[src/rtl/fifo_stream_reader_pkg.sv]
// Shared types and constants for the FIFO stream reader and its skid buffer.
// The optional delivered-word counter is enabled with FIFO_STREAM_READER_CNT_EN.
package fifo_stream_reader_pkg;

   localparam int SKID_DEPTH = 2;
   localparam int CNT_WIDTH  = 16;

   typedef enum logic [0:0] {
      ST_ACTIVE = 1'b0,
      ST_HALTED = 1'b1
   } state_e;

   // Credit is evaluated in 3 bits: the add happens before the subtract so it never wraps.
   function automatic logic credit_avail(input logic [1:0] occ,
                                         input logic       inflight,
                                         input logic       pop);
      logic [2:0] sum;
      sum = {1'b0, occ} + {2'b00, inflight} - {2'b00, pop};
      return (sum < 3'(SKID_DEPTH));
   endfunction

endpackage

[src/rtl/fifo_stream_skid.sv]
// Two-entry register skid buffer: head in entry0, tail in entry1, strict FIFO order.
// Built for the FIFO_STREAM_READER_CNT_EN-configurable fifo_stream_reader.
module fifo_stream_skid
   import fifo_stream_reader_pkg::*;
#(
   parameter int DATA_WIDTH = 6
) (
   input  logic                  clk,
   input  logic                  rst_n,
   input  logic                  push,
   input  logic [DATA_WIDTH-1:0] push_data,
   input  logic                  pop,
   output logic [1:0]            occ,
   output logic [1:0]            occ_nxt,
   output logic                  head_valid,
   output logic [DATA_WIDTH-1:0] head_data
);

   logic [DATA_WIDTH-1:0] entry0_r;
   logic [DATA_WIDTH-1:0] entry1_r;
   logic [1:0]            occ_r;
   logic                  valid_r;

   logic [DATA_WIDTH-1:0] entry0_nxt_s;
   logic [DATA_WIDTH-1:0] entry1_nxt_s;
   logic [1:0]            occ_nxt_s;
   logic [1:0]            slot_s;
   logic                  pop_ok_s;
   logic                  push_ok_s;

   // Next-state: shift on pop, then write the captured word into the first free slot.
   always_comb begin
      entry0_nxt_s = entry0_r;
      entry1_nxt_s = entry1_r;
      slot_s       = occ_r;
      pop_ok_s     = pop & (occ_r != 2'd0);
      if (pop_ok_s) begin
         entry0_nxt_s = entry1_r;
         entry1_nxt_s = '0;
         slot_s       = occ_r - 2'd1;
      end else begin
         slot_s       = occ_r;
      end
      push_ok_s = push & (slot_s < 2'(SKID_DEPTH));
      if (push_ok_s) begin
         case (slot_s)
            2'd0:    entry0_nxt_s = push_data;
            2'd1:    entry1_nxt_s = push_data;
            default: entry1_nxt_s = entry1_nxt_s;
         endcase
      end else begin
         entry1_nxt_s = entry1_nxt_s;
      end
      occ_nxt_s = occ_r + {1'b0, push_ok_s} - {1'b0, pop_ok_s};
   end

   // Buffer storage, occupancy and registered head-valid flag.
   always_ff @(posedge clk or negedge rst_n) begin
      if (!rst_n) begin
         entry0_r <= '0;
         entry1_r <= '0;
         occ_r    <= 2'd0;
         valid_r  <= 1'b0;
      end else begin
         entry0_r <= entry0_nxt_s;
         entry1_r <= entry1_nxt_s;
         occ_r    <= occ_nxt_s;
         valid_r  <= (occ_nxt_s != 2'd0);
      end
   end

   assign occ        = occ_r;
   assign occ_nxt    = occ_nxt_s;
   assign head_valid = valid_r;
   assign head_data  = entry0_r;

endmodule

[src/rtl/fifo_stream_reader.sv]
// Read-side companion for Synchronous_FIFO: pops words into a full-rate valid/ready stream.
// Define FIFO_STREAM_READER_CNT_EN to add the 16-bit rd_count delivered-word counter.
module fifo_stream_reader
   import fifo_stream_reader_pkg::*;
#(
   parameter int DATA_WIDTH = 6
) (
   input  logic                  clk,
   input  logic                  rst_n,
   output logic                  rd_en,
   input  logic                  EMPTY,
   input  logic [DATA_WIDTH-1:0] fifo_data,
   input  logic                  halt,
   output logic                  out_valid,
   input  logic                  out_ready,
   output logic [DATA_WIDTH-1:0] out_data,
   output logic                  busy
`ifdef FIFO_STREAM_READER_CNT_EN
   ,
   output logic [CNT_WIDTH-1:0]  rd_count
`endif
);

   state_e                state_r;
   state_e                state_nxt_s;
   logic                  inflight_r;
   logic                  busy_r;
   logic                  rd_en_s;
   logic                  pop_s;
   logic [1:0]            occ_s;
   logic [1:0]            occ_nxt_s;
   logic                  head_valid_s;
   logic [DATA_WIDTH-1:0] head_data_s;

   assign pop_s = head_valid_s & out_ready;

   // Read strobe: only path from out_ready to an output, via the pop term of the credit.
   always_comb begin
      rd_en_s = 1'b0;
      if ((state_r == ST_ACTIVE) && !EMPTY) begin
         rd_en_s = credit_avail(occ_s, inflight_r, pop_s);
      end else begin
         rd_en_s = 1'b0;
      end
   end

   // Halt is sampled at the edge, so it stops reads from the following cycle.
   always_comb begin
      state_nxt_s = state_r;
      case (state_r)
         ST_ACTIVE: begin
            if (halt) state_nxt_s = ST_HALTED;
            else      state_nxt_s = ST_ACTIVE;
         end
         ST_HALTED: begin
            if (!halt) state_nxt_s = ST_ACTIVE;
            else       state_nxt_s = ST_HALTED;
         end
         default: state_nxt_s = ST_ACTIVE;
      endcase
   end

   // FSM state, in-flight read marker and registered busy flag.
   always_ff @(posedge clk or negedge rst_n) begin
      if (!rst_n) begin
         state_r    <= ST_ACTIVE;
         inflight_r <= 1'b0;
         busy_r     <= 1'b0;
      end else begin
         state_r    <= state_nxt_s;
         inflight_r <= rd_en_s;
         busy_r     <= rd_en_s | (occ_nxt_s != 2'd0);
      end
   end

   // The in-flight word is captured unconditionally; the credit rule reserved its slot.
   fifo_stream_skid #(
      .DATA_WIDTH (DATA_WIDTH)
   ) u_skid (
      .clk        (clk),
      .rst_n      (rst_n),
      .push       (inflight_r),
      .push_data  (fifo_data),
      .pop        (pop_s),
      .occ        (occ_s),
      .occ_nxt    (occ_nxt_s),
      .head_valid (head_valid_s),
      .head_data  (head_data_s)
   );

`ifdef FIFO_STREAM_READER_CNT_EN
   logic [CNT_WIDTH-1:0] rd_count_r;

   // Delivered-word counter, wraps naturally at its width.
   always_ff @(posedge clk or negedge rst_n) begin
      if (!rst_n) begin
         rd_count_r <= '0;
      end else if (pop_s) begin
         rd_count_r <= rd_count_r + 16'd1;
      end else begin
         rd_count_r <= rd_count_r;
      end
   end

   assign rd_count = rd_count_r;
`endif

   assign rd_en     = rd_en_s;
   assign out_valid = head_valid_s;
   assign out_data  = head_data_s;
   assign busy      = busy_r;

endmodule
[config.mk]
export PLATFORM = sky130hd
export DESIGN_NAME = fifo_stream_reader
export DESIGN_NICKNAME = d
export VERILOG_FILES = /design/src/rtl/fifo_stream_reader_pkg.sv /design/src/rtl/fifo_stream_skid.sv /design/src/rtl/fifo_stream_reader.sv
export SDC_FILE = /design/constraint.sdc
export NUM_CORES = 1
export LEC_CHECK = 0
export CAP_MARGIN = 15
export CORE_ASPECT_RATIO = 1.2
export CORE_MARGIN = 3
export CORE_UTILIZATION = 30
export CTS_CLUSTER_DIAMETER = 50
export DETAILED_ROUTE_END_ITERATION = 16
export PLACE_DENSITY_LB_ADDON = 0.08
export SYNTH_ARGS = -nofsm -noshare
export SYNTH_HDL_FRONTEND = slang
export SYNTH_SLANG_ARGS = --single-unit
[constraint.sdc]
create_clock -name clk -period 2.7 [get_ports clk]
set_input_delay 0.27 -clock clk [delete_from_list [all_inputs] [get_ports clk]]
set_output_delay 0.27 -clock clk [all_outputs]
set_load 0.01 [all_outputs]
; ---- After elaboration in Yosys (flattened, before gate mapping)
; Index checks and enable logic that the tools add are counted.
[totals]
ff_bits = 18
latch_bits = 0
mem_bits_rw = 0
rom_bits = 0
elab_cells = 34
n_memories = 0
[classes]
add_sub_neg = 5
n_mul = 0
n_div = 0
magnitude_cmp = 2
eq_ne = 1
shifts = 0
n_mux = 9
bitwise = 5
reduce_logical = 5
[op_table]
columns = cell, n
row1 = $mux 6, 6
row2 = $reduce_bool 2->1, 2
row3 = $add 2x1->3, 1
row4 = $and 1x1->1, 3
row5 = $lt 3x2->1 const B, 1
row6 = $sub 3x1->3, 1
row7 = $add 2x1->2, 1
row8 = $eq 2x1->1 const B, 1
row9 = $logic_not 2->1, 1
row10 = $lt 2x2->1 const B, 1
row11 = $mux 1, 2
row12 = $mux 2, 1
row13 = $sub 2x1->2, 1
row14 = $sub 2x1->2 const B, 1
row15 = $logic_and 1x1->1, 1
row16 = $logic_not 1->1, 1
row17 = $not 1->1, 1
row18 = $or 1x1->1, 1

; ---- Logic depth before layout (Yosys ltp)
[logic_depth]
depth_word = 9
ltp_mapped = 12
mapped_depth_nobuf = 10

; ---- By module
; A second synthesis with hierarchy kept.
[hier_totals]
hier_cells = 79
area_unflattened_um2 = 969.7
[by_module_without_submodules]
columns = mod, instances, cells_per_inst, area_each_um2
row1 = fifo_stream_skid, 1, 66, 807.0
row2 = fifo_stream_reader, 1, 13, 162.7

; ---- Worst setup path before layout
; OpenSTA, ideal clock, no wires.
[synth_path]
kind = register -> register
from = register u_skid.occ_r[1] (netlist: u_skid.occ[1])
to = register busy_r (netlist: busy)
t_arrival_ns = 2.237
required_ns = 2.569
slack_ns = 0.332
path_stages_with_launch = 13
n_path_buf = 2
synth_period_minus_slack_ns = 2.368
path_cell_list = dfrtp_1 -> buf_4 -> inv_1 -> ha_1 -> nand3b_4 -> buf_6 -> inv_1 -> ha_1 -> inv_1 -> ha_1 -> xnor2_1 -> xnor2_1 -> or3_1
[synth_between]
elab_chain_cells = 9
elab_cells_between_ends = 14
classes_between = add/sub (5) / order compare (2) / mux (2) / bitwise (3) / reduce/logical (2)
[synth_lines]
columns = element, line
row1 = start: declaration, fifo_stream_skid.sv:21  ; logic [1:0] occ_r;
row2 = start signal: assignment, fifo_stream_skid.sv:67  ; occ_r <= occ_nxt_s;
row3 = branches (longest 6 deep; another with $sub 2x1->2), --
row4 = $sub 2x1->2 *, fifo_stream_skid.sv:54  ; occ_nxt_s = occ_r + {1'b0, push_ok_s} - {1'b0, pop_ok_s};
row5 = named net occ_nxt_s[1], fifo_stream_reader.sv:31  ; logic [1:0] occ_nxt_s;
row6 = $reduce_bool 2->1 *, fifo_stream_reader.sv:72  ; busy_r <= rd_en_s | (occ_nxt_s != 2'd0);
row7 = $or 1x1->1 *, fifo_stream_reader.sv:72
row8 = end signal: assignment, fifo_stream_reader.sv:72
row9 = end: declaration, fifo_stream_reader.sv:27  ; logic busy_r;
; Mark *: on every way through the listed nets, which the timed path passes.

; ---- Final worst setup path
[layout_path]
from = register u_skid.valid_r (netlist: u_skid.head_valid)
to = output rd_en
[layout_between]
elab_chain_cells = 4
[layout_lines]
columns = element, line
row1 = start: declaration, fifo_stream_skid.sv:22  ; logic valid_r;
row2 = start signal: assignment, fifo_stream_skid.sv:68  ; valid_r <= (occ_nxt_s != 2'd0);
row3 = $and 1x1->1, fifo_stream_reader.sv:35  ; assign pop_s = head_valid_s & out_ready;
row4 = $sub 3x1->3, fifo_stream_reader_pkg.sv:18  ; sum = {1'b0, occ} + {2'b00, inflight} - {2'b00, pop};
row5 = $lt 3x2->1, fifo_stream_reader_pkg.sv:19  ; return (sum < 3'(SKID_DEPTH));
row6 = $mux 1, fifo_stream_reader.sv:40  ; if ((state_r == ST_ACTIVE) && !EMPTY) begin
row7 = end: declaration, fifo_stream_reader.sv:10  ; output logic rd_en,
; Every way passes these cells.

==> flow_metrics.py <==
metrics = {
    "outcome": {
        "status": "completed",
    },
    "clock_network": {
        "clk_latency_ns": 0.29,
        "htree_num_levels": 1,
        "cts_root_buf": "clkbuf_4",
        "cts_made_buffers": 3,
        "cts_tree": "yes",
        "clk_pin_slew_ns": 0.10,
        "cts_sinks": 18,
        "cts_buffer_depth": 2,
    },
    "detailed_routing": {
        "ant_nets": 0,
        "firstDrtPassIters": 3,
        "drtIter0Drc": 6,
        "finalWirelength_um": 1724,
        "vias": 574,
        "wl_per_cell_um": 14.13,
        "via_per_inst": 4.705,
        "drc": 0,
    },
    "placement": {
        "dp_hpwl_um": 1283,
        "portBuffers": 19,
        "place_inst": 117,
        "place_congestion": 0.6896,
    },
    "worst_setup_path": {
        "max_stage_delay_ns": 0.39,
        "startpoint_type": "flop",
        "crit_chain": "and2_2 > ha_1 > nand2b_1 > fa_1 > xor2_1 > nor4b_2 > clkbuf_2",
        "path_buf_inv": 1,
        "cp.arrival_ns": 2.26,
        "cp_max_fo": 2,
        "regToRegStartpoint": "u_skid.occ[1]",
        "cp_top_family": "adder cells",
        "worstSetupPathType": "flop to primary output",
        "cp.required_ns": 2.43,
        "cp-startpoint": "u_skid.head_valid",
        "slowest_stage": "dfrtp_1",
        "endpoint_kind": "primary output",
    },
    "floorplanning": {
        "rows": 21,
        "ios": 20,
        "fp.dieH_um": 66.94,
        "die_w_um": 56.78,
        "core-area_sq_mm": 0.002864,
        "dieArea_sq_mm": 0.003801,
        "start_util_pct": 32.42,
    },
    "timing": {
        "fmax_ghz": 0.3958,
        "finalCritPeriodShare_pct": 93.58,
        "fin_crit_ns": 2.527,
        "worst_pin_slew_ns": 0.8151,
        "slew_violations": 0,
        "hold_violations": 0,
        "finalSetupViolations": 0,
        "relSlewSlack_pct": 45.49,
        "rsz0062_at_grt": "no",
        "clock_skew_ns": 0.003259,
    },
    "yosys": {
        "ys_ff_latch": 18,
        "async_flop_share_pct": 100.0,
        "syn_inst": 62,
        "synth_nets": 78,
        "netlist.area_leader.share_pct": 48.52,
        "yosys_warnings": 0,
        "synth_area_per_cell_sq_um": 14.97,
        "synth.area.top_cells": "dfrtp_1 49%, mux2_4 9.7%, mux2_2 7.3%",
        "ys.flop_type": "dfrtp_1",
        "synth.distinct_cells": 22,
        "yosysSeqAreaShare_pct": 48.52,
        "yosys.area.top_type": "dfrtp_1",
        "synth_edf_count": 0,
        "synth_common_cells": "18 x dfrtp_1, 6 x a22o_1, 6 x mux2_2, 6 x mux2_4, 5 x inv_1",
        "syn-cell-area_sq_um": 928.4,
        "yosys.cell_count.top_type": "dfrtp_1",
    },
    "global_routing": {
        "grt_use_total_pct": 10.55,
        "first_global_vias": 657,
        "grt_start_max_net_pins": 19,
        "overflow": 0,
        "grt_pass1_wl_um": 3022,
        "antenna_found_initial": 0,
    },
    "final_layout": {
        "antenna_cells": 0,
        "n_fill_cell": 281,
        "instances_no_fill": 122,
        "area_growth_pct": 31.13,
        "seq_area_sq_um": 450.4,
        "nets": 105,
        "layout-drive-gt1-share_pct": 34.09,
        "multi_input_area_sq_um": 446.7,
        "final_core_util_pct": 42.51,
    },
    "hold_path": {
        "min-delay-start": "halt",
        "hold_class": "primary input to flop",
    },
    "power": {
        "p_leak_nw": 0.5741,
        "power_w": 0.001221,
        "power_density_mw_per_mm2": 1003,
        "peakVddDrop_mv": 0.3883,
    },
    "job": {
        "max_cap_viol_count": 0,
    },
}
## kinds of logic (layout without fill, tap and decap cells)
kind of cell	count (synthesis)	after routing	synth area share [%]
buf+inv	7	33	4.044
compound gates	10	10	12.80
xor+xnor	3	3	2.831
simple gates	7	7	7.279
mux	12	12	16.98
fa+ha+maj	5	5	7.547
flops	18	18	48.52
## worst paths after layout
check                                endpoint  slack [ns]  cells after the start
min                                   state_r        0.42                      1
max in group asynchronous   u_skid.head_valid        1.76                      1
max reg2reg                              busy        0.28                     10
min reg2reg                u_skid.entry1_r[0]        0.51                      1
max                                     rd_en        0.17                      7
min in group asynchronous                busy        0.44                      1
## final cells by class
type                            instances  area share, %
Tap cell                               34          3.494
Clock buffer                            4          2.980
Timing Repair Buffer                   24          18.29
Inverter                                5          1.542
Sequential cell                        18          37.00
Multi-Input combinational cell         37          36.69
## registers in the layout, indices dropped and copies added (netlist names)
signal / flops
busy: 1
inflight_r: 1
state_r: 1
u_skid.entry1_r: 6
u_skid.head_data: 6
u_skid.head_valid: 1
u_skid.occ: 2
## cell usage in the layout, fill, tap and decap left out
cell | netlist | layout
dfrtp_1 | 18 | 18
a22o_1 | 6 | 6
ha_1 | 4 | 4
o31a_2 | 1 | 1
clkdlybuf4s50_1 | 0 | 18
buf_4 | 1 | 5
and2_2 | 1 | 1
and4bb_2 | 1 | 1
a2111o_4 | 1 | 1
fa_1 | 1 | 1
a211oi_1 | 1 | 1
nand3b_4 | 1 | 1
nand2b_1 | 1 | 1
xor2_1 | 1 | 1
or2_2 | 1 | 1
nor4b_2 | 0 | 1
mux2_4 | 6 | 6
xnor2_1 | 2 | 2
clkbuf_4 | 0 | 3
inv_1 | 5 | 5
clkbuf_2 | 0 | 1
mux2_2 | 6 | 6
or3_1 | 1 | 1
clkbuf_8 | 0 | 1
a2111oi_4 | 1 | 1
## worst reg2reg max path, delay by kind of cell, from the launching register on
family | cells | cell delay, ns
XOR/XNOR | 2 | 0.29
AND/OR/NAND/NOR | 2 | 0.53
adder cells (fa/ha/maj) | 3 | 0.70
flip-flops | 1 | 0.53
buffers and inverters | 3 | 0.25
## per-layer routing
metal	GRT usage [%]	routed length, um	vias up	part of all wire (%)
met3	2.132	84	2	4.9
met5	0	0	-	0
met2	17.49	870	13	50
met1	12.99	754	281	44
met4	5.217	15	0	0.87
li1	-	-	278	-
## power breakdown
group / internal (W) / leakage (nW) / total [W] / switching (W)
clock network: 0.0000821 / 0.0210 / 0.000164 / 0.0000822
logic: 0.000362 / 0.318 / 0.000626 / 0.000264
registers: 0.000366 / 0.235 / 0.000431 / 0.0000655
total: 0.000809 / 0.574 / 0.00122 / 0.000412
## through the flow
| step | setup WS, ns | TNS, ns | area, sq um | hold WS [ns] |
|---|---|---|---|---|
| 2_1_floorplan | 0.3318 | 0 | 928.4 | -0.02559 |
| 3_3_place_gp | -0.2694 | -0.2694 | 1172 | 0.4915 |
| 3_5_place_dp | -0.3789 | -0.3789 | 1172 | 0.4929 |
| 4_1_cts | 0.007313 | 0 | 1222 | 0.4058 |
| 5_1_grt | 0.02429 | 0 | 1217 | 0.4092 |
| 6_report | 0.1734 | 0 | 1217 | 0.4201 |
## timing repair
item                                    in CTS  in global routing
gates resized for setup                      3                  1
endpoints found under the setup margin       1                  1
endpoints found under the hold margin        0                  0
pin swaps                                    1                  1
hold buffers                                 0                  0
buffers inserted                             1                  0
No activity file was read; power rests on OpenSTA's default activity.
==> patch 1 (same flow settings) <==
`DATA_WIDTH` is set to 6 in 2 places; all go to 8.
--- a/src/rtl/fifo_stream_skid.sv
+++ b/src/rtl/fifo_stream_skid.sv
@@ -3,7 +3,7 @@
 module fifo_stream_skid
    import fifo_stream_reader_pkg::*;
 #(
-   parameter int DATA_WIDTH = 6
+   parameter int DATA_WIDTH = 8
 ) (
    input  logic                  clk,
    input  logic                  rst_n,
--- a/src/rtl/fifo_stream_reader.sv
+++ b/src/rtl/fifo_stream_reader.sv
@@ -3,7 +3,7 @@
 module fifo_stream_reader
    import fifo_stream_reader_pkg::*;
 #(
-   parameter int DATA_WIDTH = 6
+   parameter int DATA_WIDTH = 8
 ) (
    input  logic                  clk,
    input  logic                  rst_n,
Interface: changed (resized fifo_data and out_data); port bits go from 20 to 24. No check against the original RTL was run, so the function may have changed too.
==> patch 1 against the unedited design <==
Worst setup slack got worse by 0.012 ns. Wire length rose by 23%. Final cell count rose by 15%. Global-route usage rose by 0.64 points. Critical path depth rose by 1. Largest cell class unchanged. Sequential power rose by 21%. Largest power group unchanged. Synthesized area rose by 18%. Sequential cell count rose by 4. Non-clock buffer count rose by 5. Clock skew rose by 0.0023 ns. Via count rose by 18%. Core utilization rose by 0.31 points. Final area rose by 20%. Total power rose by 25%.
==> patch 1: results (changes against the unedited design) <==
* Status: finished, final reports clean (unchanged)
* Met1 usage at 14.33% (was 12.99%)
* Fraction of area in multi-input gates at 34.73% (was 36.69%)
* Largest net degree at the start of global routing at 23 (was 19)
* Worst Skew at 0.005584 ns (was 0.003259 ns)
* Reg area at 550.5 um2 (was 450.4 um2)
* Static leakage at 0.7010 nW (was 0.5741 nW)
* Met3 usage at 2.313% (was 2.132%)
* Total Routing Usage GR at 11.19% (was 10.55%)
* Global-route wire length before repair at 3698 um (was 3022 um)
* Comb power at 0.707 mW (was 0.626 mW)
* DP Worst Slack at -0.3135 ns (was -0.3789 ns)
* Num rows at 23 (was 21)
* Number of non-clock buffers at 29 (was 24)
* Drt via density at 4.850 (was 4.705)
* Htree depth at 1 (unchanged)
* Antenna cells at 0 (unchanged)
* Worst-margin pin slew at 0.6526 ns (was 0.8151 ns)
* Grt met2 use at 18.12% (was 17.49%)
* Clock Latency Late Sink at 0.26 ns (was 0.29 ns)
* Multi-input logic area at 509.2 um2 (was 446.7 um2)
* ClkCell Share at 4.863% (was 2.980%)
* Non-Filler Instances at 140 (was 122)
* Sequential cells at 22 (was 18)
* Final GP Congestion at 0.6352 (was 0.6896)
* Mux share of post-synthesis cell area at 19.11% (was 16.98%)
* Non-clock buffers, area share at 18.43% (was 18.29%)
* Root buf cell: clkbuf_8 (was clkbuf_4)
* Drt total wl at 2129 um (was 1724 um)
* Synth top cells by count: dfrtp_1, a22o_1, mux2_4, mux2_1, inv_1 (was dfrtp_1, a22o_1, mux2_2, mux2_4, inv_1)
* Flop pwr share at 34.2% (was 35.3%)
* Worst Reg-to-Reg Cells at 8 (was 10)
* Post-Route M1 WL at 918 um (was 754 um)
* Routed wl met2 at 1120 um (was 870 um)
* Net Sw Frac at 30.92% (was 33.71%)
* Share of cells above drive strength 1 at 25.24% (was 34.09%)
* Sequential share of the synthesized area at 50.06% (was 48.52%)
* Area after DPL at 1386 um2 (was 1172 um2)
* Clock Path Buffers at 2 (unchanged)
* Synth Area in Compound Gates at 11.38% (was 12.80%)
* Routed wl met3 at 73 um (was 84 um)
* Hold Path Class: primary input to async pin (was primary input to flip-flop)
* I/O Buffers at 23 (was 19)
* Syn nets at 91 (was 78)
* Initial antenna violation count at 0 (unchanged)
* Detailed-placement wirelength estimate at 1521 um (was 1283 um)
* Syn avg cell area at 15.07 um2 (was 14.97 um2)
* Data arrival, critical path at around 2.3 ns
* #MultiIn Comb at 43 (was 37)
* Maximum vdd drop at 0.3907 mV (was 0.3883 mV)
* Yosys cell types at 23 (was 22)
* Fill count at 339 (was 281)
* Vias in the first global route at 803 (was 657)
* Synth Area in Adders at 6.371% (was 7.547%)
* Logic pwr share at 46.2% (was 51.2%)
* Post-Synth XOR/XNOR Area at 2.389% (was 2.830%)
* Drt initial violations at 7 (was 6)
* Clock slew seen by the registers of the worst setup and hold paths at 0.08 ns (was 0.10 ns)
* Ranking of synthesized cells by area: dfrtp_1, mux2_4, mux2_1 (was dfrtp_1, mux2_4, mux2_2)
* Nets at 122 (was 105)
## patch 1: cell count changes after synthesis, sizes merged
cell,delta
mux2,+4
a22o,+2
buf,+1
dfrtp,+4
## patch 1: worst max-delay path, cell delays in order
cell and delay, ns:
clkdlybuf4s50_1 0.41, and2_2 0.18, ha_1 0.25, nand2b_1 0.15, fa_1 0.37, xor2_1 0.16
nor4b_2 0.29, clkbuf_2 0.18
## patch 1: path summary, 6_finish.rpt
| kind | start | to | slack, ns |
|---|---|---|---|
| min in group clk | halt | state_r | 0.45 |
| min | rst_n | state_r | 0.36 |
| max | out_ready | rd_en | 0.16 |
| max in group asynchronous | rst_n | u_skid.head_data[6] | 2.12 |
| min reg2reg | u_skid.entry1_r[3] | u_skid.entry1_r[3] | 0.50 |
| max reg2reg | u_skid.occ[1] | u_skid.head_data[6] | 0.23 |
## patch 1: what timing repair did
action,4_1_cts,5_1_grt
resized for setup,2,2
pin swaps,0,1
setup endpoints to repair,1,1
gates cloned,0,0
buffers inserted,0,1
==> patch 2 (same flow settings) <==
Without the edit above. Add a define of `FIFO_STREAM_READER_CNT_EN`.
--- a/src/rtl/fifo_stream_reader.sv
+++ b/src/rtl/fifo_stream_reader.sv
@@ -1,5 +1,7 @@
 // Read-side companion for Synchronous_FIFO: pops words into a full-rate valid/ready stream.
 // Define FIFO_STREAM_READER_CNT_EN to add the 16-bit rd_count delivered-word counter.
+`define FIFO_STREAM_READER_CNT_EN
+
 module fifo_stream_reader
    import fifo_stream_reader_pkg::*;
 #(
Behaviour (old outputs only; new: rd_count): unchanged (Yosys induction, for registers that start in step).
==> patch 2 against the unedited design <==
Final area up 80%. Total power up 70%. Worst setup slack better by 0.053 ns. Critical path depth up 1. Non-clock buffer count up 20. Synthesized area up 70%. Global-route usage up 1.2 points. Wire length up 85%. Sequential cell count up 16. Die area up 62%. Final cell count up 90%. Count of clock-buffer cells in the layout up 1. Clock skew up 0.0035 ns.
==> patch 2: results (changes against the unedited design) <==
* Status: finished, final reports clean (unchanged)
* I/O Buffers at 35 (was 19)
* Clock slew seen by the registers of the worst setup and hold paths at 0.07 ns (was 0.10 ns)
* Dpl cells at 224 (was 117)
* Gate count of the mapped netlist at 120 (was 62)
* Largest net degree at the start of global routing at 35 (was 19)
* Area after DPL at 2072 um2 (was 1172 um2)
* Post-Route M1 WL at 1341 um (was 754 um)
* Met1 usage at 14.05% (was 12.99%)
* Nets at 187 (was 105)
* Global-route wire length before repair at 5616 um (was 3022 um)
* Post-Synth XOR/XNOR Area at 9.984% (was 2.830%)
* Fill count at 475 (was 281)
* Routed wl met3 at 137 um (was 84 um)
* Total Routing Usage GR at 11.79% (was 10.55%)
* Hold Path Class: primary input to async pin (was primary input to flip-flop)
* Detailed-placement wirelength estimate at 2367 um (was 1283 um)
* Worst path slowest cell: clkdlybuf4s50_1 (was dfrtp_1)
* Synth top cells by count: dfrtp_1, mux2_2, xnor2_1, nor2_1, xor2_1 (was dfrtp_1, a22o_1, mux2_2, mux2_4, inv_1)
* Critical path startpoint category: primary input (was flip-flop)
* Share of cells above drive strength 1 at 23.26% (was 34.09%)
* Total CTS buffers at 5 (was 3)
* Vias in the first global route at 1190 (was 657)
* CP peak stage delay at 0.51 ns (was 0.39 ns)
* Final GP Congestion at 0.7302 (was 0.6896)
* Static leakage at 0.9980 nW (was 0.5741 nW)
* Met3 usage at 3.436% (was 2.132%)
* Root buf cell: clkbuf_8 (was clkbuf_4)
* Post-cts resize count at 2 (was 3)
* # Post-CTS Setup Buffers at 0 (was 1)
* Max Fanout on Critical Path at 3 (was 2)
* Syn nets at 136 (was 78)
* Drt total wl at 3186 um (was 1724 um)
* Yosys cell types at 30 (was 22)
* Ranking of synthesized cells by area: dfrtp_1, mux2_2, xnor2_1 (was dfrtp_1, mux2_4, mux2_2)
* Drt initial violations at 58 (was 6)
* Synth Area in Adders at 4.437% (was 7.547%)
* Sequential share of the synthesized area at 53.88% (was 48.52%)
* DP Worst Slack at -0.1280 ns (was -0.3789 ns)
* R2R Setup Slk at 0.33 ns (was 0.28 ns)
* CP startpoint: out_ready (was u_skid.head_valid)
* Mux share of post-synthesis cell area at 9.271% (was 16.98%)
* DR vias at 1091 (was 574)
* Synth Area in Compound Gates at 5.784% (was 12.80%)
* Worst-margin pin slew at 0.4979 ns (was 0.8151 ns)
* CP top delay family: buffers and inverters (was adder cells)
* Drt first pass iters at 4 (was 3)
* Fin worst setup slack at 0.2260 ns (was 0.1734 ns)
[patch 2: changes by cell type after synthesis, moves of 2 or more]
cell,delta
and4_1,+2
dfrtp_1,+16
mux2_2,+7
mux2_4,-6
nand2_1,+6
nand3_1,+2
nand4_1,+4
nor2_1,+7
xnor2_1,+9
xor2_1,+6
[patch 2: how the worst max path moves through the flow]
stage | end | cells past startpoint
6_report | rd_en | 8
3_5_place_dp | rd_en | 8
2_1_floorplan | busy | 10
5_1_grt | rd_en | 8
4_1_cts | rd_en | 8
3_3_place_gp | rd_en | 8
[patch 2: layout make-up]
class	count	area, um2	area share (%)
Multi-Input combinational cell	80	711.9	32.57
Inverter	6	22.52	1.030
Sequential cell	34	850.8	38.92
Clock inverter	3	40.04	1.832
Timing Repair Buffer	44	416.7	19.06
Tap cell	60	75.07	3.434
Clock buffer	5	68.82	3.148
[patch 2: power breakdown]
part,internal [mW],leakage [nW],switching [mW]
logic,0.474,0.498,0.364
registers,0.654,0.442,0.135
clock network,0.271,0.0579,0.181
total,1.40,0.998,0.680
